==> config.mk <==
export PLATFORM = sky130hd
export DESIGN_NAME = bcd_to_bin_seq_flat
export DESIGN_NICKNAME = d
export VERILOG_FILES = /design/src/rtl/bcd_to_bin_seq_if.sv /design/src/rtl/bcd_to_bin_seq.sv /design/src/flat_wrapper.sv
export SDC_FILE = /design/constraint.sdc
export NUM_CORES = 1
export LEC_CHECK = 0
export CAP_MARGIN = 10
export CORE_ASPECT_RATIO = 1.1
export CORE_UTILIZATION = 40
export CTS_CLUSTER_DIAMETER = 80
export DETAILED_ROUTE_END_ITERATION = 16
export SLEW_MARGIN = 40
export SYNTH_ARGS = -nofsm -noshare
export SYNTH_HDL_FRONTEND = slang
export SYNTH_SLANG_ARGS = --single-unit
==> constraint.sdc <==
create_clock -name Clock -period 4.5 [get_ports Clock]
set_clock_uncertainty 0.2 [all_clocks]
set_input_delay 0.45 -clock Clock [delete_from_list [all_inputs] [get_ports Clock]]
set_output_delay 0.45 -clock Clock [all_outputs]
set_load 0.01 [all_outputs]
==> src/rtl/bcd_to_bin_seq_if.sv <==
// Handshake and data bundle between the lab top level and the BCD-to-binary converter.
// master: the requester driving start/bcd_in; slave: the converter.
interface bcd_to_bin_seq_if #(
    parameter int unsigned DIGITS = 3,
    parameter int unsigned BIN_W  = 10
);
    logic                  start;
    logic [4*DIGITS-1:0]   bcd_in;
    logic                  busy;
    logic                  done;
    logic [BIN_W-1:0]      bin_out;
    logic                  err;

    modport master (
        output start,
        output bcd_in,
        input  busy,
        input  done,
        input  bin_out,
        input  err
    );

    modport slave (
        input  start,
        input  bcd_in,
        output busy,
        output done,
        output bin_out,
        output err
    );
endinterface

==> src/rtl/bcd_to_bin_seq.sv <==
// Sequential BCD-to-binary converter, one digit per clock, MSD first (acc = acc*10 + d).
// Define BCD2BIN_ERR_CHECK_EN to flag digits > 9 (err=1, bin_out=0); otherwise err is 0.
module bcd_to_bin_seq #(
    parameter int unsigned DIGITS = 3,
    parameter int unsigned BIN_W  = 10
) (
    input  logic            Clock,
    input  logic            Resetn,
    bcd_to_bin_seq_if.slave io_bus
);
    localparam int unsigned BCD_W = 4 * DIGITS;
    localparam int unsigned CNT_W = (DIGITS > 1) ? $clog2(DIGITS) : 1;
    localparam logic [CNT_W-1:0] LAST_CNT = CNT_W'(DIGITS - 1);

    typedef enum logic [1:0] {StIdle, StConv, StDone} state_e;

    state_e             r_state, w_state_next;
    logic [BCD_W-1:0]   r_shift, w_shift_next;
    logic [BIN_W-1:0]   r_acc, w_acc_next, w_acc_step;
    logic [CNT_W-1:0]   r_count, w_count_next;
    logic               r_err_flag, w_err_flag_next, w_err_step;
    logic [BIN_W-1:0]   r_bin_out, w_bin_out_next;
    logic               r_err, w_err_next;
    logic               r_busy, r_done;
    logic [3:0]         w_digit;
    logic               w_digit_bad;

    assign w_digit    = r_shift[BCD_W-1 -: 4];
    // acc*10 as two shifts and an add; wraps modulo 2^BIN_W
    assign w_acc_step = (r_acc << 3) + (r_acc << 1) + BIN_W'(w_digit);

`ifdef BCD2BIN_ERR_CHECK_EN
    assign w_digit_bad = (w_digit > 4'd9);
`else
    assign w_digit_bad = 1'b0;
`endif

    assign w_err_step = r_err_flag | w_digit_bad;

    always_ff @(posedge Clock or negedge Resetn) begin
        if (!Resetn) begin
            r_state <= StIdle;
        end else begin
            r_state <= w_state_next;
        end
    end

    always_comb begin
        w_state_next    = r_state;
        w_shift_next    = r_shift;
        w_acc_next      = r_acc;
        w_count_next    = r_count;
        w_err_flag_next = r_err_flag;
        w_bin_out_next  = r_bin_out;
        w_err_next      = r_err;
        unique case (r_state)
            StIdle, StDone: begin
                if (io_bus.start) begin
                    w_state_next    = StConv;
                    w_shift_next    = io_bus.bcd_in;
                    w_acc_next      = '0;
                    w_count_next    = '0;
                    w_err_flag_next = 1'b0;
                end else begin
                    w_state_next = StIdle;
                end
            end
            StConv: begin
                w_acc_next      = w_acc_step;
                w_shift_next    = r_shift << 4;
                w_count_next    = r_count + CNT_W'(1);
                w_err_flag_next = w_err_step;
                if (r_count == LAST_CNT) begin
                    // results are captured only on the edge entering DONE
                    w_state_next   = StDone;
                    w_bin_out_next = w_err_step ? '0 : w_acc_step;
                    w_err_next     = w_err_step;
                end
            end
            default: begin
                w_state_next = StIdle;
            end
        endcase
    end

    always_ff @(posedge Clock or negedge Resetn) begin
        if (!Resetn) begin
            r_shift    <= '0;
            r_acc      <= '0;
            r_count    <= '0;
            r_err_flag <= 1'b0;
            r_bin_out  <= '0;
            r_err      <= 1'b0;
            r_busy     <= 1'b0;
            r_done     <= 1'b0;
        end else begin
            r_shift    <= w_shift_next;
            r_acc      <= w_acc_next;
            r_count    <= w_count_next;
            r_err_flag <= w_err_flag_next;
            r_bin_out  <= w_bin_out_next;
            r_err      <= w_err_next;
            r_busy     <= (w_state_next == StConv);
            r_done     <= (w_state_next == StDone);
        end
    end

    assign io_bus.busy    = r_busy;
    assign io_bus.done    = r_done;
    assign io_bus.bin_out = r_bin_out;
    assign io_bus.err     = r_err;
endmodule

==> src/flat_wrapper.sv <==
// flat-port wrapper written by rule: the top's interface ports become plain ports
module bcd_to_bin_seq_flat 
#(
    parameter int unsigned DIGITS = 3,
    parameter int unsigned BIN_W  = 10
)
  (Clock, Resetn, io_bus_start, io_bus_bcd_in, io_bus_busy, io_bus_done, io_bus_bin_out, io_bus_err);
  bcd_to_bin_seq_if #(.DIGITS(DIGITS), .BIN_W(BIN_W)) io_bus_i ();
  input  logic Clock;
  input  logic Resetn;
  input wire logic [$bits(io_bus_i.start)-1:0] io_bus_start;
  input wire logic [$bits(io_bus_i.bcd_in)-1:0] io_bus_bcd_in;
  output wire logic [$bits(io_bus_i.busy)-1:0] io_bus_busy;
  output wire logic [$bits(io_bus_i.done)-1:0] io_bus_done;
  output wire logic [$bits(io_bus_i.bin_out)-1:0] io_bus_bin_out;
  output wire logic [$bits(io_bus_i.err)-1:0] io_bus_err;
  assign io_bus_i.start = io_bus_start;
  assign io_bus_i.bcd_in = io_bus_bcd_in;
  assign io_bus_busy = io_bus_i.busy;
  assign io_bus_done = io_bus_i.done;
  assign io_bus_bin_out = io_bus_i.bin_out;
  assign io_bus_err = io_bus_i.err;
  bcd_to_bin_seq #(.DIGITS(DIGITS), .BIN_W(BIN_W)) u_core (.Clock(Clock), .Resetn(Resetn), .io_bus(io_bus_i));
endmodule
==> results of run 1 <==
worst paths after layout:
check / start / to / slack [ps] / cells past startpoint
min in group asynchronous: Resetn / u_core.io_bus.bin_out[3] / 460 / 2
min reg2reg: u_core.io_bus.bin_out[5] / u_core.io_bus.bin_out[5] / 280 / 2
max reg2reg: u_core.r_acc[0] / u_core.r_acc[8] / 1900 / 9
max: u_core.r_acc[0] / u_core.r_acc[8] / 1900 / 9
max in group asynchronous: Resetn / u_core.r_count[0] / 3310 / 2
min: u_core.io_bus.bin_out[5] / u_core.io_bus.bin_out[5] / 280 / 2
critical path, delay by kind of cell, from the launching register on:
| family | cells | cell delay [ps] |
|---|---|---|
| AO/OA/AOI/OAI | 4 | 600 |
| flip-flops | 1 | 350 |
| buffers and inverters | 2 | 150 |
| adder cells (fa/ha/maj) | 2 | 990 |
| XOR/XNOR | 1 | 180 |
final cells by class:
class | instances | share of cell area (%)
clock buffers | 7 | 4.41
repair buffers | 27 | 12.2
multi-input cells | 111 | 36.1
clock inverters | 1 | 0.229
flip-flops and latches | 37 | 42.4
inverters | 9 | 1.55
well taps | 54 | 3.09
cell families after synthesis:
logic type / count (synthesis)
other: 1
AOI/OAI and AO/OA: 43
xor gates and xnor gates: 8
muxes: 4
buffers and inverters: 15
DFF: 37
adders and majority gates: 17
and+or+nand+nor: 38
state kept, by name, summed over array words and instances (netlist names):
register	flops
u_core.io_bus.busy	1
u_core.io_bus.done	1
u_core.r_acc	9
u_core.io_bus.bin_out	10
u_core.r_shift	12
u_core.r_count	2
u_core.r_state	2
cells in the mapped netlist (2+ instances only):
cell      instances  share of area [%]
dfrtp_1          37                 52
nand2_1          18                3.8
ha_1             15                 11
nor2_1           14                2.9
o21ai_0          12                3.4
inv_1             9                1.9
o22ai_1           8                2.8
xnor2_1           7                3.4
a22o_1            6                2.9
o21ai_1           6                1.7
buf_2             5                1.4
a21oi_1           4                1.1
mux2_2            4                2.5
a21oi_2           2               0.98
fa_1              2                2.2
nand2b_1          2               0.70
through the flow:
stage / setup slack (ps) / cell area, um^2
after floorplan: 2100 / 1780
after global routing: 1730 / 2190
final: 1900 / 2190
after CTS: 1890 / 2170
after global placement: 1960 / 2070
after detailed placement: 1910 / 2070
metal layers:
metal,global-route usage [%],up-vias,wire (um)
met5,0,-,0
li1,-,613,-
met2,27.3,24,1660
met3,5.35,6,134
met1,21.7,610,1610
met4,7.25,0,63
where the power goes:
group	internal [W]	total [W]	switching, W
combinational	0.000471	0.00102	0.000554
clock	0.000138	0.000252	0.000114
sequential	0.000501	0.000599	0.0000987
repair_timing:
item / in CTS / in global routing
gates resized for setup: 0 / 0
endpoints found under the hold margin: 0 / 37
hold buffers: 0 / 1
==> impl_metrics.env, run 1 <==
export IMPL_status="completed"
export IMPL_synth_main_ff_cell="dfrtp_1"
export IMPL_cp_arrival_ps=2540
export IMPL_first_pass_iters=4
export IMPL_pin_count=28
export IMPL_wl_um=3460
export IMPL_fin_cells=246
export IMPL_setup_viol=0
export IMPL_num_vias=1253
export IMPL_hold_viol=0
export IMPL_worstPathCellList="inv_1, fa_1, inv_1, fa_1, a21oi_1, o21ai_1, a21oi_1, xor2_1, o21ai_0"
export IMPL_fp_dieH_um=72.0
export IMPL_synthToLayoutAreaGrowth_pct=22.7
export IMPL_layout_common_cells="dfrtp_1, clkdlybuf4s50_1, nand2_1"
export IMPL_syn_inst=163
export IMPL_cts_clk_slew_worst_paths_ps=70
export IMPL_placed_cells=237
export IMPL_relSlewSlack_pct=57.5
export IMPL_rsz0062_at_grt="no"
export IMPL_synth_compound_area_share_pct=15.4
export IMPL_ys_types=28
export IMPL_cp_required_ps=4450
export IMPL_initial_core_util_pct=41.6
export IMPL_final_util_pct=51.0
export IMPL_synth_mux_area_fraction_pct=2.53
export IMPL_finalHoldWorstSlack_ps=283
export IMPL_grt_pass1_wl_um=5990
export IMPL_htree_levels=2
export IMPL_num_rows=25
export IMPL_dieArea_um2=4730
export IMPL_synth_adder_area_share_pct=12.8
export IMPL_period_needed_ps=2600
export IMPL_routedWlPerCell_um=14.1
export IMPL_powerDensity_nw_per_um2=859
export IMPL_gp_congestion=0.834
export IMPL_cts_buffers=5
export IMPL_startpoint_type="register"
export IMPL_final_common_cell="dfrtp_1"
export IMPL_viasPerCell=5.09
export IMPL_synthSimpleGateAreaFrac_pct=9.48
export IMPL_layout_nets=223
export IMPL_drive_gt1_share_pct=10.9
export IMPL_power_w=0.00188
export IMPL_synth_nets=195
export IMPL_ys_warnings_count=0
export IMPL_maxSlewViolCount=0
export IMPL_p_leak_nw=1.02
export IMPL_clk_latency_ps=290
export IMPL_tritoncts="built"
export IMPL_multi_input_area_um2=790
export IMPL_grt_max_degree=38
export IMPL_first_iter_violations=38
export IMPL_route_detailed_drc=0
export IMPL_track_usage_pct=17.3
export IMPL_fp_dieW_um=65.6
export IMPL_yosysSeqAreaShare_pct=52.0
export IMPL_crit_path_end_kind="register"
export IMPL_seqCellArea_um2=926
export IMPL_tightest_slew_ps=638
export IMPL_syn_area_per_cell_um2=10.9
export IMPL_cts_buffer_depth=2
export IMPL_drv_cap=0
export IMPL_post_cts_setup_buffers=0
export IMPL_timing_fmax_mhz=385
export IMPL_core_region_area_um2=4290
export IMPL_synthXorXnorAreaFrac_pct=3.93
export IMPL_period_share_pct=57.7
export IMPL_synth_top_family_by_area="compound AO/OA/AOI/OAI gates"
export IMPL_cts_sinks=37
export IMPL_fin_tns_setup_ps=0
export IMPL_grt_overflow_total=0
export IMPL_async_flop_share_pct=100
export IMPL_portBuffers=26
export IMPL_dp_hpwl_um=2490
export IMPL_synth_edf_count=0
export IMPL_critPathMaxStageDelay_ps=530
export IMPL_cp_max_fo=2
export IMPL_grt_antenna_before_repair=0
export IMPL_cts_root_buf="clkbuf_8"
export IMPL_synth_area_um2=1780
export IMPL_n_fill_cell=373
export IMPL_ys_ff_latch=37
export IMPL_hold_class="register to register"
export IMPL_cpMaxStageDelayCell="fa_1"
export IMPL_worstSetupPathType="register to register"
export IMPL_worst_ir_drop_vdd_mv=0.371
export IMPL_grt_pass1_vias=1302
export IMPL_drtAntennaViolNets=0
export IMPL_n_antenna_cell=0
No activity file was read; power rests on OpenSTA's default activity.
==> inputs of run 2 (changes only) <==
clock period = 2.1 ns   (was 4.5 ns; I/O delays follow)
==> run 2 against run 1 <==
  * The flow now finishes with violations (setup timing)
  * Global-route usage rose by 0.60 points
  * Combinational power rose to 2.6 times the previous value
  * Critical path depth did not move
  * Largest power group unchanged
  * Routed wire length rose by 4.5%
  * Die area did not move
  * Sequential power rose by 110%
  * Non-clock buffer count rose by 12
  * Cell area rose by 5.8%
  * Critical endpoint unchanged
  * Worst hold slack got worse by 140 ps
  * First-iteration DRC count fell by 34%
  * Flip-flop and latch count did not move
==> impl_metrics.env, run 2 (synthesis gave the netlist of run 1 again) <==
export IMPL_status="finished with violations"
export IMPL_failed_checks="setup timing"
export IMPL_cp_required_ps=2050
export IMPL_dp_hpwl_um=2630
export IMPL_cp_buffers_inverters=2
export IMPL_wl_um=3620
export IMPL_dieArea_um2=4730
export IMPL_cts_root_buf="clkbuf_8"
export IMPL_worstPathCellList="inv_2, fa_1, inv_2, fa_2, a21oi_2, o21ai_1, a21oi_1, xor2_1, o21ai_0"
export IMPL_period_needed_ps=2420
export IMPL_maxSlewViolCount=0
export IMPL_p_leak_nw=1.09
export IMPL_first_pass_iters=4
export IMPL_n_antenna_cell=0
export IMPL_route_detailed_drc=0
export IMPL_cpLargestDelayFamily="adder cells"
export IMPL_pin_count=28
export IMPL_fp_dieW_um=65.6
export IMPL_track_usage_pct=17.9
export IMPL_routedWlPerCell_um=14.0
export IMPL_layout_common_cells="dfrtp_1, clkdlybuf4s50_1, nand2_1"
export IMPL_clk_latency_ps=290
export IMPL_largest_reg_flops=12
export IMPL_critPathMaxStageDelay_ps=540
export IMPL_period_share_pct=115
export IMPL_largest_register="u_core.r_shift"
export IMPL_drv_cap=0
export IMPL_cts_buffers=5
export IMPL_crit_top_cell="inv_2"
export IMPL_grt_pass1_wl_um=6270
export IMPL_tritoncts="built"
export IMPL_cp_max_fo=2
export IMPL_num_rows=25
export IMPL_layout_nets=235
export IMPL_worstSetupPathType="register to register"
export IMPL_worst_slack_ps=-318
export IMPL_finalHoldWorstSlack_ps=144
export IMPL_grt_pass1_vias=1382
export IMPL_grt_max_degree=38
export IMPL_viasPerCell=5.11
export IMPL_fin_tns_setup_ps=-2210
export IMPL_portBuffers=26
export IMPL_place_area_um2=2170
export IMPL_crit_path_end_kind="register"
export IMPL_num_vias=1318
export IMPL_cts_buffer_depth=2
export IMPL_cts_sinks=37
export IMPL_drive_gt1_share_pct=21.1
export IMPL_worst_ir_drop_vdd_mv=0.739
export IMPL_synthToLayoutAreaGrowth_pct=29.8
export IMPL_rsz0062_at_grt="yes"
export IMPL_grt_overflow_total=0
export IMPL_htree_levels=2
export IMPL_place_ws_ps=-253
export IMPL_final_common_cell="dfrtp_1"
export IMPL_n_fill_cell=378
export IMPL_first_iter_violations=25
export IMPL_powerDensity_nw_per_um2=1930
export IMPL_core_region_area_um2=4290
export IMPL_hold_viol=0
export IMPL_startpoint_type="register"
export IMPL_reg2reg_slack_ps=-320
export IMPL_initial_core_util_pct=41.6
export IMPL_cp_arrival_ps=2370
export IMPL_hold_class="input pin to async pin"
export IMPL_setup_viol=11
export IMPL_stdcell_area_um2=2310
export IMPL_grt_antenna_before_repair=0
export IMPL_gp_congestion=0.846
export IMPL_cts_clk_slew_worst_paths_ps=70
export IMPL_final_util_pct=54.0
export IMPL_drtAntennaViolNets=0
export IMPL_cpMaxStageDelayCell="fa_1"
export IMPL_timing_fmax_mhz=414
export IMPL_fp_dieH_um=72.0
==> run 2: cell count changes in the layout (fill, tap and decap cells not counted), moves of 2 or more <==
cell	previous run	this run
buf_4	1	13
o21ai_0	12	10
xnor2_2	0	2
inv_1	9	5
xnor2_1	7	5
inv_2	0	4
ha_1	15	13
o21ai_1	6	8
==> run 2: power breakdown <==
part	total (W)	internal, W	switching (W)	leakage (nW)
Combinational	0.00265	0.00131	0.00133	0.575
Clock	0.000540	0.000296	0.000244	0.0542
Sequential	0.00128	0.00107	0.000207	0.457
==> run 2: cell type report <==
cell class | instances | area (um^2) | area share [%]
Timing Repair Buffer | 39 | 358 | 15.5
Inverter | 9 | 33.8 | 1.46
Tap cell | 54 | 67.6 | 2.92
Multi-Input combinational cell | 111 | 826 | 35.7
Sequential cell | 37 | 926 | 40.0
Clock inverter | 1 | 5.00 | 0.216
Clock buffer | 7 | 96.3 | 4.17
==> run 2: final timing paths <==
check / startpoint / end / depth (start not counted)
worst max-delay path: u_core.r_acc[2] / u_core.r_acc[8] / 9
worst min-delay path: Resetn / u_core.io_bus.done / 2
worst max register to register: u_core.r_acc[2] / u_core.r_acc[8] / 9
worst min register to register: u_core.io_bus.bin_out[9] / u_core.io_bus.bin_out[9] / 2
max in group asynchronous: Resetn / u_core.r_shift[7] / 2
min in group Clock: u_core.io_bus.bin_out[9] / u_core.io_bus.bin_out[9] / 2
==> run 2: through the flow <==
step,total power [W],std cells
after floorplan,0.00295,163
after global placement,0.00371,247
after detailed placement,0.00380,247
after CTS,0.00450,257
after global routing,0.00490,258
final,0.00447,258
==> run 2: timing repair <==
item	in CTS	in global routing
pin swaps	7	6
endpoints found under the setup margin	11	12
hold buffers	0	0
resized for setup	4	1
setup buffers	2	1
==> run 2: routing by layer <==
layer	GRT usage, %	part of all wire (%)
met1	20.4	44
met2	31.3	51
met3	5.03	3.2
met4	6.76	1.9
met5	0	0
==> inputs of run 3 (changes only) <==
DONT_BUFFER_PORTS = 1   (was default)
==> run 3 against run 2 <==
  * The run still ends with setup timing left
  * Power is 4.9% lower
  * Worst hold slack got worse by 26 ps
  * Via count fell by 2.2%
  * Largest power group unchanged
  * Count of clock-buffer cells in the layout is 2 lower
  * Highest routed layer unchanged
==> impl_metrics.env, run 3 (synthesis gave the netlist of run 1 again) <==
export IMPL_pin_count=28
export IMPL_fin_tns_setup_ps=-1660
export IMPL_synthToLayoutAreaGrowth_pct=23.0
export IMPL_largest_register="u_core.r_shift"
export IMPL_worst_ir_drop_vdd_mv=0.725
export IMPL_drtAntennaViolNets=0
export IMPL_cts_clk_slew_worst_paths_ps=80
export IMPL_initial_core_util_pct=41.6
export IMPL_final_common_cell="dfrtp_1"
export IMPL_period_needed_ps=2360
export IMPL_grt_max_degree=38
export IMPL_maxSlewViolCount=0
export IMPL_fp_dieH_um=72.0
export IMPL_hold_class="input pin to register"
export IMPL_failed_checks="setup timing"
export IMPL_layout_common_cells="dfrtp_1, nand2_1, nor2_1"
export IMPL_drive_gt1_share_pct=22.9
export IMPL_routedWlPerCell_um=15.0
export IMPL_period_share_pct=112
export IMPL_fin_cells=246
export IMPL_wl_um=3700
export IMPL_hold_viol=0
export IMPL_dieArea_um2=4730
export IMPL_finalHoldWorstSlack_ps=118
export IMPL_status="finished with violations"
export IMPL_grt_overflow_total=0
export IMPL_place_ws_ps=-253
export IMPL_fp_dieW_um=65.6
export IMPL_grt_pass1_vias=1376
export IMPL_core_region_area_um2=4290
export IMPL_cts_sinks=37
export IMPL_track_usage_pct=18.0
export IMPL_setup_viol=11
export IMPL_cts_buffers=5
export IMPL_timing_fmax_mhz=424
export IMPL_power_w=0.00425
export IMPL_cts_buffer_depth=2
export IMPL_rsz0062_at_grt="yes"
export IMPL_cp_max_fo=2
export IMPL_n_fill_cell=377
export IMPL_largest_reg_flops=12
export IMPL_portBuffers=0
export IMPL_tritoncts="built"
export IMPL_layout_nets=223
export IMPL_route_detailed_drc=0
export IMPL_cts_root_buf="clkbuf_8"
export IMPL_powerDensity_nw_per_um2=1940
export IMPL_startpoint_type="register"
export IMPL_placed_cells=220
export IMPL_cp_required_ps=2080
export IMPL_crit_path_end_kind="register"
export IMPL_gp_congestion=0.908
export IMPL_first_iter_violations=69
export IMPL_cp_arrival_ps=2340
export IMPL_first_pass_iters=4
export IMPL_grt_pass1_wl_um=6270
export IMPL_dp_hpwl_um=2510
export IMPL_grt_antenna_before_repair=0
export IMPL_n_antenna_cell=0
export IMPL_num_rows=25
export IMPL_htree_levels=2
export IMPL_p_leak_nw=1.04
export IMPL_drv_cap=0
export IMPL_num_vias=1289
export IMPL_viasPerCell=5.24
export IMPL_worst_slack_ps=-258
export IMPL_clk_latency_ps=290
export IMPL_worstSetupPathType="register to register"
==> run 3: cell types whose count changed in the layout (fill, tap and decap cells not counted), sizes merged <==
cell	previous run	this run
clkinv	1	2
clkbuf	7	5
clkinvlp	0	1
dlygate4sd3	0	13
clkdlybuf4s50	26	0
buf	13	14
==> run 3: report_power, final <==
| part | leakage (nW) | internal, W | total, W | switching, W |
|---|---|---|---|---|
| sequential | 0.457 | 0.00107 | 0.00135 | 0.000278 |
| combinational | 0.539 | 0.00115 | 0.00241 | 0.00126 |
| clock | 0.0439 | 0.000229 | 0.000482 | 0.000254 |
==> run 3: worst max-delay path, cell delays in order, from the launching register on <==
cell     delay (ps)
dfrtp_1         340
inv_2            50
fa_1            550
inv_2            60
fa_2            350
a21oi_2         170
o21ai_1          80
a21oi_1         160
xor2_1          200
o21ai_1          80
==> run 3: metrics by stage <==
| stage | util (%) | instance area [um^2] |
|---|---|---|
| after floorplan | - | 1800 |
| after global placement | 44.5 | 1910 |
| after detailed placement | 44.5 | 1910 |
| after CTS | 50.5 | 2160 |
| after global routing | 51.1 | 2190 |
| final | 51.1 | 2190 |
==> run 3: final timing paths <==
path / start / end / slack (ps) / depth (start not counted)
worst max-delay path: u_core.r_shift[11] / u_core.r_acc[8] / -260 / 9
min in group asynchronous: Resetn / u_core.io_bus.bin_out[8] / 170 / 2
worst max register to register: u_core.r_shift[11] / u_core.r_acc[8] / -260 / 9
worst min-delay path: io_bus_start / u_core.io_bus.busy / 120 / 2
worst min register to register: u_core.r_acc[7] / u_core.r_acc[7] / 300 / 2
max in group asynchronous: Resetn / u_core.r_acc[1] / 1330 / 2
==> run 3: timing repair <==
action / in CTS / in global routing
endpoints found under the hold margin: 49 / 0
resized for setup: 5 / 4
hold buffers: 14 / 0
pin swaps: 9 / 10
endpoints found under the setup margin: 10 / 11
buffers inserted: 2 / 2
==> run 3: routing by layer <==
metal	track usage [%]	share of wire, %	vias up
met5	0	0	-
li1	-	-	610
met3	5.66	4.5	12
met1	20.5	41	638
met2	29.6	51	29
met4	10.1	3.2	0
==> run 3: area by class of cell <==
| class | instances | area [um^2] | area share [%] |
|---|---|---|---|
| Timing Repair Buffer | 27 | 251 | 11.5 |
| Inverter | 9 | 33.8 | 1.54 |
| Clock buffer | 5 | 68.8 | 3.14 |
| Tap cell | 54 | 67.6 | 3.08 |
| Multi-Input combinational cell | 111 | 826 | 37.7 |
| Clock inverter | 3 | 17.5 | 0.800 |
| Sequential cell | 37 | 926 | 42.3 |
